==> src/rtl/muldiv_pkg.sv <==
// Shared encodings for the multiply/divide unit and the auxiliary decoder that
// drives it.
package muldiv_pkg;

  localparam int MD_WIDTH = 32;
  localparam int MD_CNT_W = 6;

  localparam logic [1:0] MD_MULTU = 2'b00;
  localparam logic [1:0] MD_DIVU  = 2'b01;

  typedef enum logic [1:0] {
    ST_IDLE = 2'b00,
    ST_MUL  = 2'b01,
    ST_DIV  = 2'b10
  } md_state_e;

  function automatic logic md_op_valid(input logic [1:0] op);
    return (op == MD_MULTU) || (op == MD_DIVU);
  endfunction

endpackage

==> src/rtl/muldiv_if.sv <==
// Decoder/regfile-facing bundle of the multiply/divide unit, plus the FSM state
// exported for observation.
interface muldiv_if
  import muldiv_pkg::*;
#(
  parameter int WIDTH = MD_WIDTH
);

  // Handshake: we_muldiv is a one-cycle request sampled on the rising edge. It
  // is taken only while busy is low and muldiv_ctrl is a defined op; there is
  // no separate ready, so a request made while busy (or with a reserved code)
  // is dropped, never queued. done pulses for one cycle when HI/LO update.
  logic             we_muldiv;
  logic [1:0]       muldiv_ctrl;
  logic [WIDTH-1:0] a;
  logic [WIDTH-1:0] b;
  logic             hilo_stream;
  logic [WIDTH-1:0] hilo_rd;
  logic             busy;
  logic             done;
  md_state_e        state;

  modport master (
    output we_muldiv, muldiv_ctrl, a, b, hilo_stream,
    input  hilo_rd, busy, done, state
  );

  modport slave (
    input  we_muldiv, muldiv_ctrl, a, b, hilo_stream,
    output hilo_rd, busy, done, state
  );

endinterface

==> src/rtl/muldiv_step.sv <==
// One iteration of the shared datapath: a shift-add multiply step or a
// restoring divide step on the 2*WIDTH-bit shadow accumulator.
module muldiv_step
  import muldiv_pkg::*;
#(
  parameter int WIDTH = MD_WIDTH
) (
  input  logic               div_i,
  input  logic [2*WIDTH-1:0] acc_i,
  input  logic [WIDTH-1:0]   mcand_i,
  input  logic [WIDTH-1:0]   divisor_i,
  output logic [2*WIDTH-1:0] acc_o
);

  logic [WIDTH:0]     sum;
  logic [WIDTH:0]     shifted;
  logic [WIDTH:0]     diff;
  logic [2*WIDTH-1:0] mul_next;
  logic [2*WIDTH-1:0] div_next;

  // Multiply: acc = {partial product high, unconsumed multiplier bits}; the
  // add carry becomes the new top bit as the whole pair shifts right.
  always_comb begin
    sum      = {1'b0, acc_i[2*WIDTH-1:WIDTH]} + (acc_i[0] ? {1'b0, mcand_i} : '0);
    mul_next = {sum, acc_i[WIDTH-1:1]};
  end

  // Divide: acc = {remainder, dividend/quotient}. The next dividend bit moves
  // into the remainder; diff[WIDTH] is the borrow that says "restore".
  always_comb begin
    shifted = acc_i[2*WIDTH-1:WIDTH-1];
    diff    = shifted - {1'b0, divisor_i};
    if (diff[WIDTH]) begin
      div_next = {shifted[WIDTH-1:0], acc_i[WIDTH-2:0], 1'b0};
    end else begin
      div_next = {diff[WIDTH-1:0], acc_i[WIDTH-2:0], 1'b1};
    end
  end

  assign acc_o = div_i ? div_next : mul_next;

endmodule

==> src/rtl/muldiv_unit.sv <==
// Multi-cycle unsigned MULTU/DIVU unit owning the architectural HI/LO pair.
// Results iterate in shadow state and land in HI/LO only on the final step.
module muldiv_unit
  import muldiv_pkg::*;
#(
  parameter int WIDTH = MD_WIDTH,
  parameter int CNT_W = MD_CNT_W  // 2**CNT_W must exceed WIDTH
) (
  input  logic    clk,
  input  logic    rst,
  muldiv_if.slave bus
);

  localparam logic [CNT_W-1:0] CNT_INIT = CNT_W'(WIDTH);
  localparam logic [CNT_W-1:0] CNT_LAST = CNT_W'(1);

  md_state_e          state_q, state_d;
  logic [CNT_W-1:0]   cnt_q, cnt_d;
  logic [WIDTH-1:0]   a_q, a_d;
  logic [WIDTH-1:0]   b_q, b_d;
  logic [2*WIDTH-1:0] acc_q, acc_d;
  logic [WIDTH-1:0]   hi_q, hi_d;
  logic [WIDTH-1:0]   lo_q, lo_d;
  logic               done_q, done_d;

  logic               accept;
  logic               iterating;
  logic               last_step;
  logic [2*WIDTH-1:0] step_acc;

  // State register
  always_ff @(posedge clk or negedge rst) begin
    if (!rst) begin
      state_q <= ST_IDLE;
    end else begin
      state_q <= state_d;
    end
  end

  // Next-state logic
  always_comb begin
    state_d = state_q;
    case (state_q)
      ST_IDLE: begin
        if (accept) begin
          state_d = (bus.muldiv_ctrl == MD_DIVU) ? ST_DIV : ST_MUL;
        end
      end
      ST_MUL, ST_DIV: begin
        if (last_step) begin
          state_d = ST_IDLE;
        end
      end
      default: state_d = ST_IDLE;
    endcase
  end

  // FSM outputs
  always_comb begin
    iterating = (state_q == ST_MUL) || (state_q == ST_DIV);
    accept    = (state_q == ST_IDLE) && bus.we_muldiv && md_op_valid(bus.muldiv_ctrl);
    last_step = iterating && (cnt_q == CNT_LAST);
  end

  muldiv_step #(
    .WIDTH(WIDTH)
  ) u_step (
    .div_i    (state_q == ST_DIV),
    .acc_i    (acc_q),
    .mcand_i  (a_q),
    .divisor_i(b_q),
    .acc_o    (step_acc)
  );

  // Datapath next values; HI/LO are touched only on the last iteration.
  always_comb begin
    cnt_d  = cnt_q;
    a_d    = a_q;
    b_d    = b_q;
    acc_d  = acc_q;
    hi_d   = hi_q;
    lo_d   = lo_q;
    done_d = 1'b0;
    if (accept) begin
      cnt_d = CNT_INIT;
      a_d   = bus.a;
      b_d   = bus.b;
      acc_d = (bus.muldiv_ctrl == MD_DIVU) ? {{WIDTH{1'b0}}, bus.a} : {{WIDTH{1'b0}}, bus.b};
    end else if (iterating) begin
      cnt_d = cnt_q - CNT_LAST;
      acc_d = step_acc;
      if (last_step) begin
        hi_d   = step_acc[2*WIDTH-1:WIDTH];
        lo_d   = step_acc[WIDTH-1:0];
        done_d = 1'b1;
      end
    end
  end

  always_ff @(posedge clk or negedge rst) begin
    if (!rst) begin
      cnt_q  <= '0;
      a_q    <= '0;
      b_q    <= '0;
      acc_q  <= '0;
      hi_q   <= '0;
      lo_q   <= '0;
      done_q <= 1'b0;
    end else begin
      cnt_q  <= cnt_d;
      a_q    <= a_d;
      b_q    <= b_d;
      acc_q  <= acc_d;
      hi_q   <= hi_d;
      lo_q   <= lo_d;
      done_q <= done_d;
    end
  end

  assign bus.hilo_rd = bus.hilo_stream ? hi_q : lo_q;
  assign bus.busy    = iterating;
  assign bus.done    = done_q;
  assign bus.state   = state_q;

endmodule
==> src/flat_wrapper.sv <==
// flat-port wrapper written by rule: the top's interface ports become plain ports
module muldiv_unit_flat import muldiv_pkg::*;
#(
  parameter int WIDTH = MD_WIDTH,
  parameter int CNT_W = MD_CNT_W                               
)
  (clk, rst, bus_we_muldiv, bus_muldiv_ctrl, bus_a, bus_b, bus_hilo_stream, bus_hilo_rd, bus_busy, bus_done, bus_state);
  muldiv_if #(.WIDTH(WIDTH)) bus_i ();
  input  logic clk;
  input  logic rst;
  input wire logic [$bits(bus_i.we_muldiv)-1:0] bus_we_muldiv;
  input wire logic [$bits(bus_i.muldiv_ctrl)-1:0] bus_muldiv_ctrl;
  input wire logic [$bits(bus_i.a)-1:0] bus_a;
  input wire logic [$bits(bus_i.b)-1:0] bus_b;
  input wire logic [$bits(bus_i.hilo_stream)-1:0] bus_hilo_stream;
  output wire logic [$bits(bus_i.hilo_rd)-1:0] bus_hilo_rd;
  output wire logic [$bits(bus_i.busy)-1:0] bus_busy;
  output wire logic [$bits(bus_i.done)-1:0] bus_done;
  output wire logic [$bits(bus_i.state)-1:0] bus_state;
  assign bus_i.we_muldiv = bus_we_muldiv;
  assign bus_i.muldiv_ctrl = bus_muldiv_ctrl;
  assign bus_i.a = bus_a;
  assign bus_i.b = bus_b;
  assign bus_i.hilo_stream = bus_hilo_stream;
  assign bus_hilo_rd = bus_i.hilo_rd;
  assign bus_busy = bus_i.busy;
  assign bus_done = bus_i.done;
  assign bus_state = bus_i.state;
  muldiv_unit #(.WIDTH(WIDTH), .CNT_W(CNT_W)) u_core (.clk(clk), .rst(rst), .bus(bus_i));
endmodule
==> config.mk <==
export PLATFORM = sky130hd
export DESIGN_NAME = muldiv_unit_flat
export DESIGN_NICKNAME = d
export VERILOG_FILES = /design/src/rtl/muldiv_pkg.sv /design/src/rtl/muldiv_if.sv /design/src/rtl/muldiv_step.sv /design/src/rtl/muldiv_unit.sv /design/src/flat_wrapper.sv
export SDC_FILE = /design/constraint.sdc
export NUM_CORES = 1
export LEC_CHECK = 0
export CAP_MARGIN = 20
export CORE_ASPECT_RATIO = 1.25
export CORE_MARGIN = 1
export CORE_UTILIZATION = 50
export CTS_CLUSTER_SIZE = 16
export DETAILED_ROUTE_END_ITERATION = 16
export HOLD_SLACK_MARGIN = 0.12
export PLACE_DENSITY = 0.73
export SYNTH_ARGS = -nofsm -noshare
export SYNTH_HDL_FRONTEND = slang
export SYNTH_HIERARCHICAL = 1
export SYNTH_SLANG_ARGS = --single-unit
==> constraint.sdc <==
create_clock -name clk -period 5 [get_ports clk]
set_input_delay 1 -clock clk [delete_from_list [all_inputs] [get_ports clk]]
set_output_delay 1 -clock clk [all_outputs]
set_load 0.01 [all_outputs]
==> impl_metrics.ini <==
[critical_path]
critPathMaxStageDelay_ns = 0.73
crit_slowest_cell = a21oi_4
crit_type = reg -> reg
rrSetupSlack_ns = 0.85
cp_max_fo = 26
crit_top_cell = a21oi_1
crit_buf_inv = 2
critPathRequiredTime_ns = 5.40
end_kind = flop
crit_end = u_core/hi_q[6]
rr_worst_depth = 14
path_cells = inv_1 > ha_1 > fa_1 > or2b_1 > a21oi_1 > o221ai_2 > a21bo_1 > nand3_1 > a31oi_1 > a21oi_4 > buf_4 > mux2i_1 > a21oi_1 > mux2_4
path_delay_family = compound AO/OA/AOI/OAI gates
rr_endpoint = u_core/hi_q[6]
r2r_start = u_core/acc_q[31]
cp-start-kind = flop
worstSetupPathDepth = 14
cp.arrival_ns = 4.55
crit_start = u_core/acc_q[31]

[pwr]
irDropWorstVdd_mv = 0.187
p_leak_nw = 7.93
p_per_area_mw_per_mm2 = 221

[logic_synthesis]
synth_top_area_share_pct = 37.0
synth.most_common_cell = nand2_1
synth.avg_cell_area_sq_um = 9.41
synth_flop_cell = dfrtp_1
yosysWarnings = 6
synth-seq-cells = 201
ys_seq_area_share_pct = 37.0
netlist-cell-type-count = 74
synth_commonest_cells = nand2_1, dfrtp_1, a21oi_1
synth_area_sq_mm = 0.0136
yosys-top-cells-area = dfrtp_1, nand2_1, mux2i_1
synth-edff-count = 0
ys_async_sr_fraction_pct = 100
postSynthCellCount = 1445
synthesis.nets = 1585
synth_top_cell_by_area = dfrtp_1

[floorplan]
ioPinCount = 106
die_x_microns = 149
die_h_microns = 186
core_sq_mm = 0.0267
rows = 67
die_area_sq_mm = 0.0279
start_util_pct = 50.8

[clocking]
cts_tree = built
cts_resized = 0
numCtsBuffers = 23
clk_latency_ns = 0.52
ctsHoldBuffers = 0
cts.clk_slew.worst_paths_ns = 0.06
root_buffer = clkbuf_16
h-tree-depth = 1
post-cts-setup-buffers = 0
clock_path_buffers = 3
clkSinkCount = 201

[global_route]
grt_max_degree = 128
grt.total_usage_pct = 25.1
gr-total-overflow = 0
antenna_found_initial = 0
grt_pass1_vias = 10926
grt_pass1_wl_microns = 56200

[cells_and_area]
diodes = 0
num-fill-cells = 2346
design_area_sq_mm = 0.0157
drive_gt1_share_pct = 13.0
layout.nets = 1651
areaGrowthSynthToFinish_pct = 15.3
fin_util_pct = 58.6
fin_cells = 1871

[route]
via_per_inst = 5.75
first_iter_violations = 663
drc = 0
ant_nets = 0
vias = 10766
firstDrtPassIters = 5
wl_microns = 34600
post_drt_wl_per_cell_microns = 18.5

[flow_run]
maxCapViolCount = 0

[timing]
tightest_slew_ns = 1.11
fmax_ghz = 0.241
max-slew-margin-rel_pct = 25.8
finalHoldViolations = 0
period_share_pct = 83.0
setup_violations = 0
fin_skew_ns = 0.0161
min_period_ns = 4.15
final.setup.tns_ns = 0
rsz0062_at_grt = no
maxSlewViolCount = 0

[placement]
portBuffers = 105
routabilityCongestion = 0.936
hpwl_microns = 24200
dp_cells = 1830
place_area_sq_mm = 0.0149

[status]
status = finished clean

[min_path]
hp-class = in -> async
## report_power, final
| part | total, mW | internal (mW) | switching, mW |
|---|---|---|---|
| logic | 0.132 | 0.0637 | 0.0681 |
| clock network | 1.70 | 1.02 | 0.677 |
| registers | 1.63 | 1.63 | 0 |
| total | 3.46 | 2.71 | 0.745 |
## metal layers
metal | part of all wire (%) | up-vias | wire, microns | GRT usage [%]
met4 | 2.6 | 0 | 891 | 8.20
li1 | - | 5197 | - | -
met2 | 49 | 269 | 17000 | 42.4
met1 | 44 | 5235 | 15300 | 33.3
met3 | 4.1 | 65 | 1430 | 2.52
met5 | 0 | - | 0 | 0
## layout by cell type (no fill, tap or decap), types with 6 or more instances in the layout
cell | netlist | layout
a211oi_1 | 40 | 40
a21o_1 | 22 | 22
a21oi_1 | 105 | 104
a31oi_1 | 8 | 8
and2_1 | 39 | 39
and3_1 | 13 | 13
buf_4 | 0 | 11
clkbuf_1 | 58 | 6
clkbuf_16 | 0 | 23
clkbuf_8 | 0 | 6
clkdlybuf4s50_1 | 0 | 103
dfrtp_1 | 201 | 201
ha_1 | 68 | 66
inv_1 | 56 | 56
mux2_2 | 78 | 78
mux2_4 | 49 | 49
mux2i_1 | 88 | 88
nand2_1 | 239 | 239
nand2b_1 | 6 | 6
nand3_1 | 27 | 27
nand4_1 | 9 | 9
nor2_1 | 81 | 80
nor2b_1 | 38 | 38
nor3_1 | 13 | 13
o211ai_1 | 9 | 9
o21a_1 | 9 | 9
o21ai_0 | 34 | 34
o21bai_1 | 8 | 8
o221ai_1 | 10 | 10
xnor2_1 | 36 | 36
xor2_1 | 22 | 22
## stage by stage
stage	power [mW]	hold slack [ns]	setup WS (ns)
after floorplan	1.68	0.437	1.74
after global placement	1.79	0.451	1.02
after detailed placement	1.79	0.455	0.901
after CTS	3.49	0.470	0.889
after global routing	3.57	0.338	0.675
final	3.46	0.344	0.849
## flip-flops by register name, summed over array words and instances (netlist names)
signal and cells:
u_core/b_q 32, u_core/lo_q 32, u_core/bus.state 2, u_core/cnt_q 6
u_core/acc_q 64, u_core/bus.done 1, u_core/hi_q 32, u_core/a_q 32
## area by class of cell
type | instances | area (sq um) | share of cell area (%)
tap | 345 | 432 | 2.75
clock buffer | 34 | 667 | 4.26
inverter | 56 | 210 | 1.34
sequential | 201 | 5030 | 32.1
clock inverter | 6 | 83.8 | 0.535
timing repair buffer | 119 | 1200 | 7.66
multi-input combinational | 1110 | 8050 | 51.4
## worst min path at each step
stage                           end  depth (start not counted)           start
global placement      u_core/a_q[8]                          2   u_core/a_q[8]
global route        u_core/cnt_q[2]                          1             rst
finish              u_core/cnt_q[2]                          1             rst
CTS                   u_core/a_q[9]                          2   u_core/a_q[9]
floorplan            u_core/a_q[30]                          2  u_core/a_q[30]
detailed placement   u_core/a_q[30]                          2  u_core/a_q[30]
## cell families after synthesis
kind of cell	share of synthesized area (%)
mux	18.4
compound gates	13.8
buf+inv	4.16
flops	37.0
simple gates	16.4
fa+ha+maj	6.55
xor+xnor	3.74
No activity file was read; power rests on OpenSTA's default activity.
